`src/rtl/link_tx_arbiter.sv`:
```
// Round-robin packet arbiter feeding a byte-framed serial link.
// Frames are 0x7E-delimited, and 0x7E/0x7D payload bytes are escaped as 0x7D, byte^0x20.
module link_tx_arbiter #(
    parameter int N_REQ    = 4,
    parameter int PKT_SIZE = 32,
    localparam int PKT_BYTES = PKT_SIZE / 8,
    localparam int GW        = (N_REQ > 1) ? $clog2(N_REQ) : 1,
    localparam int CW        = $clog2(PKT_BYTES + 1)
) (
    input  logic                      clk,
    input  logic                      rst_n,
    input  logic [N_REQ-1:0]          req_valid,
    input  logic [N_REQ*PKT_SIZE-1:0] req_pkt,
    output logic [N_REQ-1:0]          req_ready,
    input  logic                      tx_en,
    output logic [7:0]                out_byte,
    output logic                      busy,
    output logic [GW-1:0]             grant_id
);

    localparam logic [7:0] FLAG = 8'h7E;
    localparam logic [7:0] ESCB = 8'h7D;

    typedef enum logic [2:0] {
        S_IDLE,
        S_START,
        S_DATA,
        S_ESC,
        S_END
    } state_t;

    state_t                state_q, state_d;
    logic [GW-1:0]         ptr_q, ptr_d;
    logic [GW-1:0]         grant_q, grant_d;
    logic [CW-1:0]         cnt_q, cnt_d;
    logic [PKT_SIZE-1:0]   buf_q, buf_d;
    logic [7:0]            out_q, out_d;

    logic [PKT_SIZE-1:0]   pkt_arr [N_REQ];
    logic [7:0]            byte_arr [PKT_BYTES];
    logic [2*N_REQ-1:0]    dbl_valid;
    logic [N_REQ-1:0]      rot_valid;
    logic                  found;
    logic [GW-1:0]         win_idx;
    logic [GW-1:0]         ptr_after;
    logic [PKT_SIZE-1:0]   sel_pkt;
    logic [7:0]            cur_byte;
    logic                  last_byte;
    logic                  grant_now;
    int                    sum;

    // Requester i occupies req_pkt[i*PKT_SIZE +: PKT_SIZE]; byte 0 is the MSB byte.
    for (genvar gi = 0; gi < N_REQ; gi++) begin : g_pkt
        assign pkt_arr[gi] = req_pkt[gi*PKT_SIZE +: PKT_SIZE];
    end

    for (genvar gi = 0; gi < PKT_BYTES; gi++) begin : g_byte
        assign byte_arr[gi] = buf_q[PKT_SIZE-1-8*gi -: 8];
    end

    // Rotate requests so bit 0 is the pointer position, then take the first set bit.
    always_comb begin
        dbl_valid = {req_valid, req_valid};
        rot_valid = N_REQ'(dbl_valid >> ptr_q);
        found     = 1'b0;
        win_idx   = '0;
        sum       = 0;
        for (int off = 0; off < N_REQ; off++) begin
            if (!found && rot_valid[off]) begin
                found = 1'b1;
                sum   = int'(ptr_q) + off;
                if (sum >= N_REQ) begin
                    sum = sum - N_REQ;
                end
                win_idx = GW'(sum);
            end
        end
    end

    always_comb begin
        sel_pkt = '0;
        for (int i = 0; i < N_REQ; i++) begin
            if (win_idx == GW'(i)) begin
                sel_pkt = pkt_arr[i];
            end
        end
        ptr_after = (win_idx == GW'(N_REQ - 1)) ? '0 : win_idx + GW'(1);
    end

    always_comb begin
        cur_byte = 8'h00;
        for (int k = 0; k < PKT_BYTES; k++) begin
            if (cnt_q == CW'(k)) begin
                cur_byte = byte_arr[k];
            end
        end
        last_byte = (cnt_q == CW'(PKT_BYTES - 1));
    end

    assign grant_now = rst_n && tx_en && (state_q == S_IDLE) && found;

    always_comb begin
        req_ready = '0;
        for (int i = 0; i < N_REQ; i++) begin
            if (grant_now && (win_idx == GW'(i))) begin
                req_ready[i] = 1'b1;
            end
        end
    end

    always_comb begin
        state_d = state_q;
        ptr_d   = ptr_q;
        grant_d = grant_q;
        cnt_d   = cnt_q;
        buf_d   = buf_q;
        out_d   = out_q;
        if (tx_en) begin
            case (state_q)
                S_IDLE: begin
                    out_d = 8'h00;
                    cnt_d = '0;
                    if (found) begin
                        grant_d = win_idx;
                        buf_d   = sel_pkt;
                        ptr_d   = ptr_after;
                        state_d = S_START;
                    end
                end
                S_START: begin
                    out_d   = FLAG;
                    cnt_d   = '0;
                    state_d = S_DATA;
                end
                S_DATA: begin
                    if (cur_byte == FLAG || cur_byte == ESCB) begin
                        out_d   = ESCB;
                        state_d = S_ESC;
                    end else begin
                        out_d   = cur_byte;
                        cnt_d   = cnt_q + CW'(1);
                        state_d = last_byte ? S_END : S_DATA;
                    end
                end
                S_ESC: begin
                    out_d   = cur_byte ^ 8'h20;
                    cnt_d   = cnt_q + CW'(1);
                    state_d = last_byte ? S_END : S_DATA;
                end
                S_END: begin
                    out_d   = FLAG;
                    state_d = S_IDLE;
                end
                default: begin
                    out_d   = 8'h00;
                    state_d = S_IDLE;
                end
            endcase
        end
    end

    always_ff @(posedge clk or negedge rst_n) begin
        if (!rst_n) begin
            state_q <= S_IDLE;
            ptr_q   <= '0;
            grant_q <= '0;
            cnt_q   <= '0;
            buf_q   <= '0;
            out_q   <= 8'h00;
        end else begin
            state_q <= state_d;
            ptr_q   <= ptr_d;
            grant_q <= grant_d;
            cnt_q   <= cnt_d;
            buf_q   <= buf_d;
            out_q   <= out_d;
        end
    end

    assign out_byte = out_q;
    assign busy     = (state_q != S_IDLE);
    assign grant_id = grant_q;

endmodule

```
`config.mk`:
```
export PLATFORM = sky130hd
export DESIGN_NAME = link_tx_arbiter
export DESIGN_NICKNAME = d
export VERILOG_FILES = /design/src/rtl/link_tx_arbiter.sv
export SDC_FILE = /design/constraint.sdc
export NUM_CORES = 1
export LEC_CHECK = 0
export ABC_AREA = 1
export ABC_CLOCK_PERIOD_IN_PS = 3330
export CORE_ASPECT_RATIO = 0.7
export CORE_MARGIN = 2
export CORE_UTILIZATION = 46
export DETAILED_ROUTE_END_ITERATION = 8
export PLACE_DENSITY_LB_ADDON = 0.05
export SLEW_MARGIN = 0
export SYNTH_ARGS = -nofsm -noshare
export SYNTH_HDL_FRONTEND = slang
export SYNTH_SLANG_ARGS = --single-unit
```
`constraint.sdc`:
```
create_clock -name clk -period 3.33 [get_ports clk]
set_input_delay 0.333 -clock clk [delete_from_list [all_inputs] [get_ports clk]]
set_output_delay 0.333 -clock clk [all_outputs]
set_load 0.01 [all_outputs]
```
== After elaboration in Yosys (flattened, before gate mapping) ==
Cells that the tools add are included.

* Flip-flop bits (word level): 50
* Latch bits: 0
* Bits in writable memories: 0
* Memory bits (read-only): 0
* Memories: 0

* Add/subtract/negate cells: 9
* $mul: 0
* Div/mod/pow operators: 0
* Order comparisons: 4
* Equal/unequal tests: 14
* Shift-type cells: 1
* Muxes and demuxes: 33
* Bitwise logic cells: 1
* Reduce and logical (&&, ||, !) cells: 24

{| class="wikitable"
|+ Operators with widths
! kind !! count
|-
| $mux W32 || 4
|-
| $mux W8 || 5
|-
| $pmux W8 S3 || 1
|-
| $mux W2 || 9
|-
| $eq A8 B7 Y1 const B || 2
|-
| $eq A3 B2 Y1 const B || 4
|-
| $mux W3 || 4
|-
| $pmux W3 S4 || 1
|-
| $logic_and A1 B1 Y1 || 10
|-
| $ge A3 B3 Y1 const B || 3
|-
| $pmux W3 S3 || 1
|-
| $mux W1 || 8
|-
| $shr A8 B2 Y4 || 1
|-
| $sub A2 B1 Y2 const B || 4
|-
| $add A2 B2 Y3 const B || 2
|-
| $eq A3 B1 Y1 const B || 2
|-
| $logic_not A3 Y1 || 2
|-
| $reduce_and A3 Y1 || 2
|-
| $reduce_bool A3 Y1 || 2
|-
| $eq A2 B2 Y1 const B || 2
|-
| $ne A2 B2 Y1 const B || 2
|-
| $reduce_or A2 Y1 || 2
|-
| $add A2 B1 Y3 const B || 1
|-
| $add A3 B1 Y3 const B || 1
|-
| other kinds (9) || 11
|}

== Depth between registers and ports, before layout ==
* Depth after elaboration: 16
* Mapped depth: 21
* Mapped depth without buffers: 18

== Worst setup path after synthesis ==
No wires, ideal clock.

* Path kind: reg2reg
* From: register ptr_q[0]
* To: register buf_q[0]
* Arrival time: 2.475 ns
* Required time: 3.206 ns
* Path slack: 0.731 ns
* Stages on the path, launching flop included: 17
* Buffers on the path: 4
* Clock period less this slack: 2.599 ns
* Path through: dfrtp_1 -> buf_6 -> o21ai_2 -> nand2_1 -> o21ai_2 -> inv_2 -> nand2_1 -> nand2_1 -> xor2_1 -> a21oi_1 -> ha_1 -> clkbuf_1 -> inv_1 -> clkbuf_1 -> buf_2 -> o211ai_1 -> nand2_1

* Word-level cells in the longest chain between the ends: 16

{| class="wikitable"
|+ Ends and longest elaborated chain
! item !! line !! RTL
|-
| start, declared || 33 || <nowiki>logic [GW-1:0] ptr_q, ptr_d;</nowiki>
|-
| start signal, assigned || 172 || <nowiki>ptr_q <= ptr_d;</nowiki>
|-
| parallel branches: the longest is 10 deep, another holds $add A2 B1 Y3 || -- ||
|-
| $mux W2 (*) || 69 || <nowiki>if (!found && rot_valid[off]) begin</nowiki>
|-
| named net win_idx[0] || 44 || <nowiki>logic [GW-1:0] win_idx;</nowiki>
|-
| $logic_not A2 Y1 || 83 || <nowiki>if (win_idx == GW'(i)) begin</nowiki>
|-
| $mux W32 (3 in series) || 83 ||
|-
| $mux W32 (*) || 83 ||
|-
| end signal, assigned || 175 || <nowiki>buf_q <= buf_d;</nowiki>
|-
| end, declared || 36 || <nowiki>logic [PKT_SIZE-1:0] buf_q, buf_d;</nowiki>
|}

Mark *: on every way through the listed nets, which the timed path passes.
A chain may end at the register's enable or synchronous reset.

== Worst setup path after layout ==
* From: input port req_valid[0]
* To: output port req_ready[1]

* Word-level cells in the longest chain between the ends: 14

{| class="wikitable"
|+ Ends and longest elaborated chain
! item !! line !! RTL
|-
| start, declared || 12 || <nowiki>input logic [N_REQ-1:0] req_valid,</nowiki>
|-
| $shr A8 B2 Y4 (*) || 64 || <nowiki>rot_valid = N_REQ'(dbl_valid >> ptr_q);</nowiki>
|-
| $mux W1 || 69 ||
|-
| $logic_not A1 Y1 || 69 ||
|-
| $logic_and A1 B1 Y1 || 69 ||
|-
| $mux W1 || 69 ||
|-
| $logic_not A1 Y1 || 69 ||
|-
| $logic_and A1 B1 Y1 || 69 ||
|-
| $mux W1 || 69 ||
|-
| $logic_not A1 Y1 || 69 ||
|-
| $logic_and A1 B1 Y1 || 69 ||
|-
| $mux W2 (*) || 69 ||
|-
| named net win_idx[0] || 44 ||
|-
| $eq A2 B1 Y1 (*) || 105 || <nowiki>if (grant_now && (win_idx == GW'(i))) begin</nowiki>
|-
| $logic_and A1 B1 Y1 (*) || 105 ||
|-
| $mux W1 (*) || 105 ||
|-
| end, declared || 14 || <nowiki>output logic [N_REQ-1:0] req_ready,</nowiki>
|}

Mark *: on every way through the listed nets, which the timed path passes. The rest lies on a longest branch.

==> results.tsv <==
metric	value	unit
yosys.area_share.adder	2.77	%
holdCritPathClass	input port to async pin	
syn_area_per_cell	6.73	um^2
synth-simple-area-share	33.0	%
peakVddDrop	0.967	mV
worstPathCellList	clkdlybuf4s50_1 -> nand2_2 -> nand2_1 -> nand2_1 -> o21ai_2 -> clkinv_2 -> nand3b_4 -> nand2_1 -> xor2_1 -> a21oi_2 -> ha_1 -> inv_1 -> nor2_1 -> clkdlybuf4s50_1	
cts_tree	done	
synth_xor_area_share	0.431	%
gp_congestion	0.904	
min_period_over_period	95.8	%
critPathKind	input port to output port	
cpMaxStageDelayCell	clkdlybuf4s50_1	
synth_area	4060	um^2
grt.overflow.total	0	
row_count	28	
grt_use_total	26.6	%
ys.flop_type	dfrtp_1	
root_buffer	clkbuf_16	
cts_buffers	5	
yosysSeqAreaShare	30.8	%
grt_max_degree	51	
synth_nets	748	
finalSetupViolCount	0	
met1_usage	33.4	%
post-place-cells	847	
fp.dieW	116	um
wirelength	12300	um
clock_skew	0.00706	ns
synth_mux_area_share	0	%
top_usage_layer	met2	
die_h	82.6	um
htreeDepth	2	
required	3.00	ns
dr.pass1.iters	5	
rrSetupSlack	0.42	ns
cpLargestDelayFamily	buffers and inverters	
start_util	47.7	%
cp-end-kind	output port	
critical_path.max_stage_delay	0.56	ns
grt_pass1_wl	20100	um
synth.distinct_cells	36	
status	finished, final reports clean	
clkLatencyLatePin	0.29	ns
synth_edf_count	0	
postSynthCellCount	604	
ant_nets	0	
vias_per_cell	5.20	
die-area	9610	um^2
drt_iter0_drc	266	
layout.nets	880	
num_io_pins	150	
finalHoldViolCount	0	
grt_pass1_vias	4308	
drive_gt1_share	10.7	%
critPathArrivalTime	2.86	ns
diodes	0	
avgRoutedWirePerCell	14.3	um
hold_buffers	0	
rsz0062_at_grt	yes	
vias	4447	
cts_sinks	50	
fmax	0.313	GHz
drc_errors	0	
period_minus_slack	3.19	ns
p_total	7080	uW
path_buf_inv	4	
fillCellCount	758	
fp.coreArea	8510	um^2
async_flop_share	100	%
synth_top_family_by_area	simple AND/OR/NAND/NOR gates	
clk_path_buf_depth	2	
max-slew-margin-rel	51.7	%
worstMarginPinSlew	0.718	ns
cp_common_cell	nand2_1	
maxCapViolations	0	
dpl.hpwl	9820	um
synth_compound_area_share	22.2	%
p_per_area	1230	nW/um^2
io_buffers	149	
use_met3	5.18	%
area_delta_synth_final	41.0	%
clkTransAtPathRegs	0.07	ns
ys_ff_latch	50	
stdcell_count	856	
postPlaceCellArea	5570	um^2
stdcell_area	5730	um^2
yosys_warnings	0	
maxSlewViolCount	0	
leakage	0.00277	uW
antenna_found_initial	0	
crit_fanout	3	
grt_util_met2	47.0	%
start_kind	input port	
[cells in the mapped netlist (3+ instances only)]
| cell | instances | area, um^2 |
|---|---|---|
| clkbuf_1 | 25 | 93.8 |
| dfrtp_1 | 50 | 1250 |
| o211ai_1 | 5 | 37.5 |
| nand2_2 | 3 | 18.8 |
| nand2_1 | 210 | 788 |
| inv_1 | 45 | 169 |
| o21ai_0 | 59 | 295 |
| buf_12 | 3 | 60.1 |
| a21oi_1 | 38 | 190 |
| nor2_1 | 27 | 101 |
| nand3_1 | 55 | 275 |
| o21ai_2 | 16 | 140 |
| buf_2 | 8 | 40.0 |
| nor3_1 | 3 | 15.0 |
| ha_1 | 9 | 113 |
| inv_2 | 5 | 18.8 |
| nor2_2 | 3 | 18.8 |
| o211ai_2 | 15 | 188 |
[final cells by class]
type / instances / area [um^2] / share of cell area (%)
well taps: 120 / 150 / 2.62
flip-flops and latches: 50 / 1250 / 21.9
inverters: 53 / 205 / 3.58
multi-input cells: 462 / 2380 / 41.6
clock buffers: 6 / 129 / 2.25
clock inverters: 1 / 7.51 / 0.131
repair buffers: 164 / 1600 / 28.0
[path summary, 6_finish.rpt]
check / from / end / cells past startpoint
setup / recovery: req_valid[0] / req_ready[1] / 14
hold / removal: rst_n / ptr_q[1] / 2
setup reg to reg: ptr_q[0] / buf_q[1] / 17
hold reg to reg: out_byte[4] / out_byte[4] / 2
max in group asynchronous: rst_n / ptr_q[0] / 2
min in group clk: out_byte[4] / out_byte[4] / 2
[what timing repair did]
action,4_1_cts,5_1_grt
setup endpoints to repair,4,4
pin swaps,0,0
gates resized for setup,2,3
buffers inserted,0,2
[placed cells by master (no fill, tap or decap), types with 4 or more instances in the layout]
cell type / instances
nand2_1: 209
clkdlybuf4s50_1: 146
o21ai_0: 59
nand3_1: 55
dfrtp_1: 49
inv_1: 45
a21oi_1: 37
nor2_1: 27
o21ai_2: 16
o211ai_2: 15
buf_4: 15
ha_1: 9
inv_2: 5
o211ai_1: 5
clkbuf_16: 5
nand2_2: 4
[power breakdown]
part	internal, uW	switching, uW	total [uW]	leakage [uW]
sequential	878	194	1070	0.000633
combinational	1940	3580	5510	0.00208
clock	275	217	492	0.0000629
total	3090	3990	7080	0.00277
[stage by stage]
step | hold slack [ns] | TNS (ns) | setup slack (ns) | util (%)
2_1_floorplan | 0.0374 | 0 | 0.731 | -
3_3_place_gp | 0.464 | 0 | 0.0857 | 65.4
3_5_place_dp | 0.465 | -0.0206 | -0.0206 | 65.4
4_1_cts | 0.209 | 0 | 0.138 | 67.0
5_1_grt | 0.255 | -0.0515 | -0.0515 | 67.3
6_report | 0.184 | 0 | 0.138 | 67.3
[registers in the layout, indices dropped and copies added, names as in the netlist]
signal / count
out_byte: 8
ptr_q: 2
cnt_q: 3
state_q: 3
buf_q: 32
grant_id: 2
[metal layers]
layer	vias to the layer above	routed length [um]
met5	-	0
met4	0	261
met3	24	817
met2	166	5760
met1	2019	5420
li1	2238	-
[cells by family after synthesis]
group,count (synthesis)
compound gates,140
xor+xnor,2
fa+ha+maj,9
buf+inv,92
simple gates,311
flops,50
(Power assumes the default switching activity.)
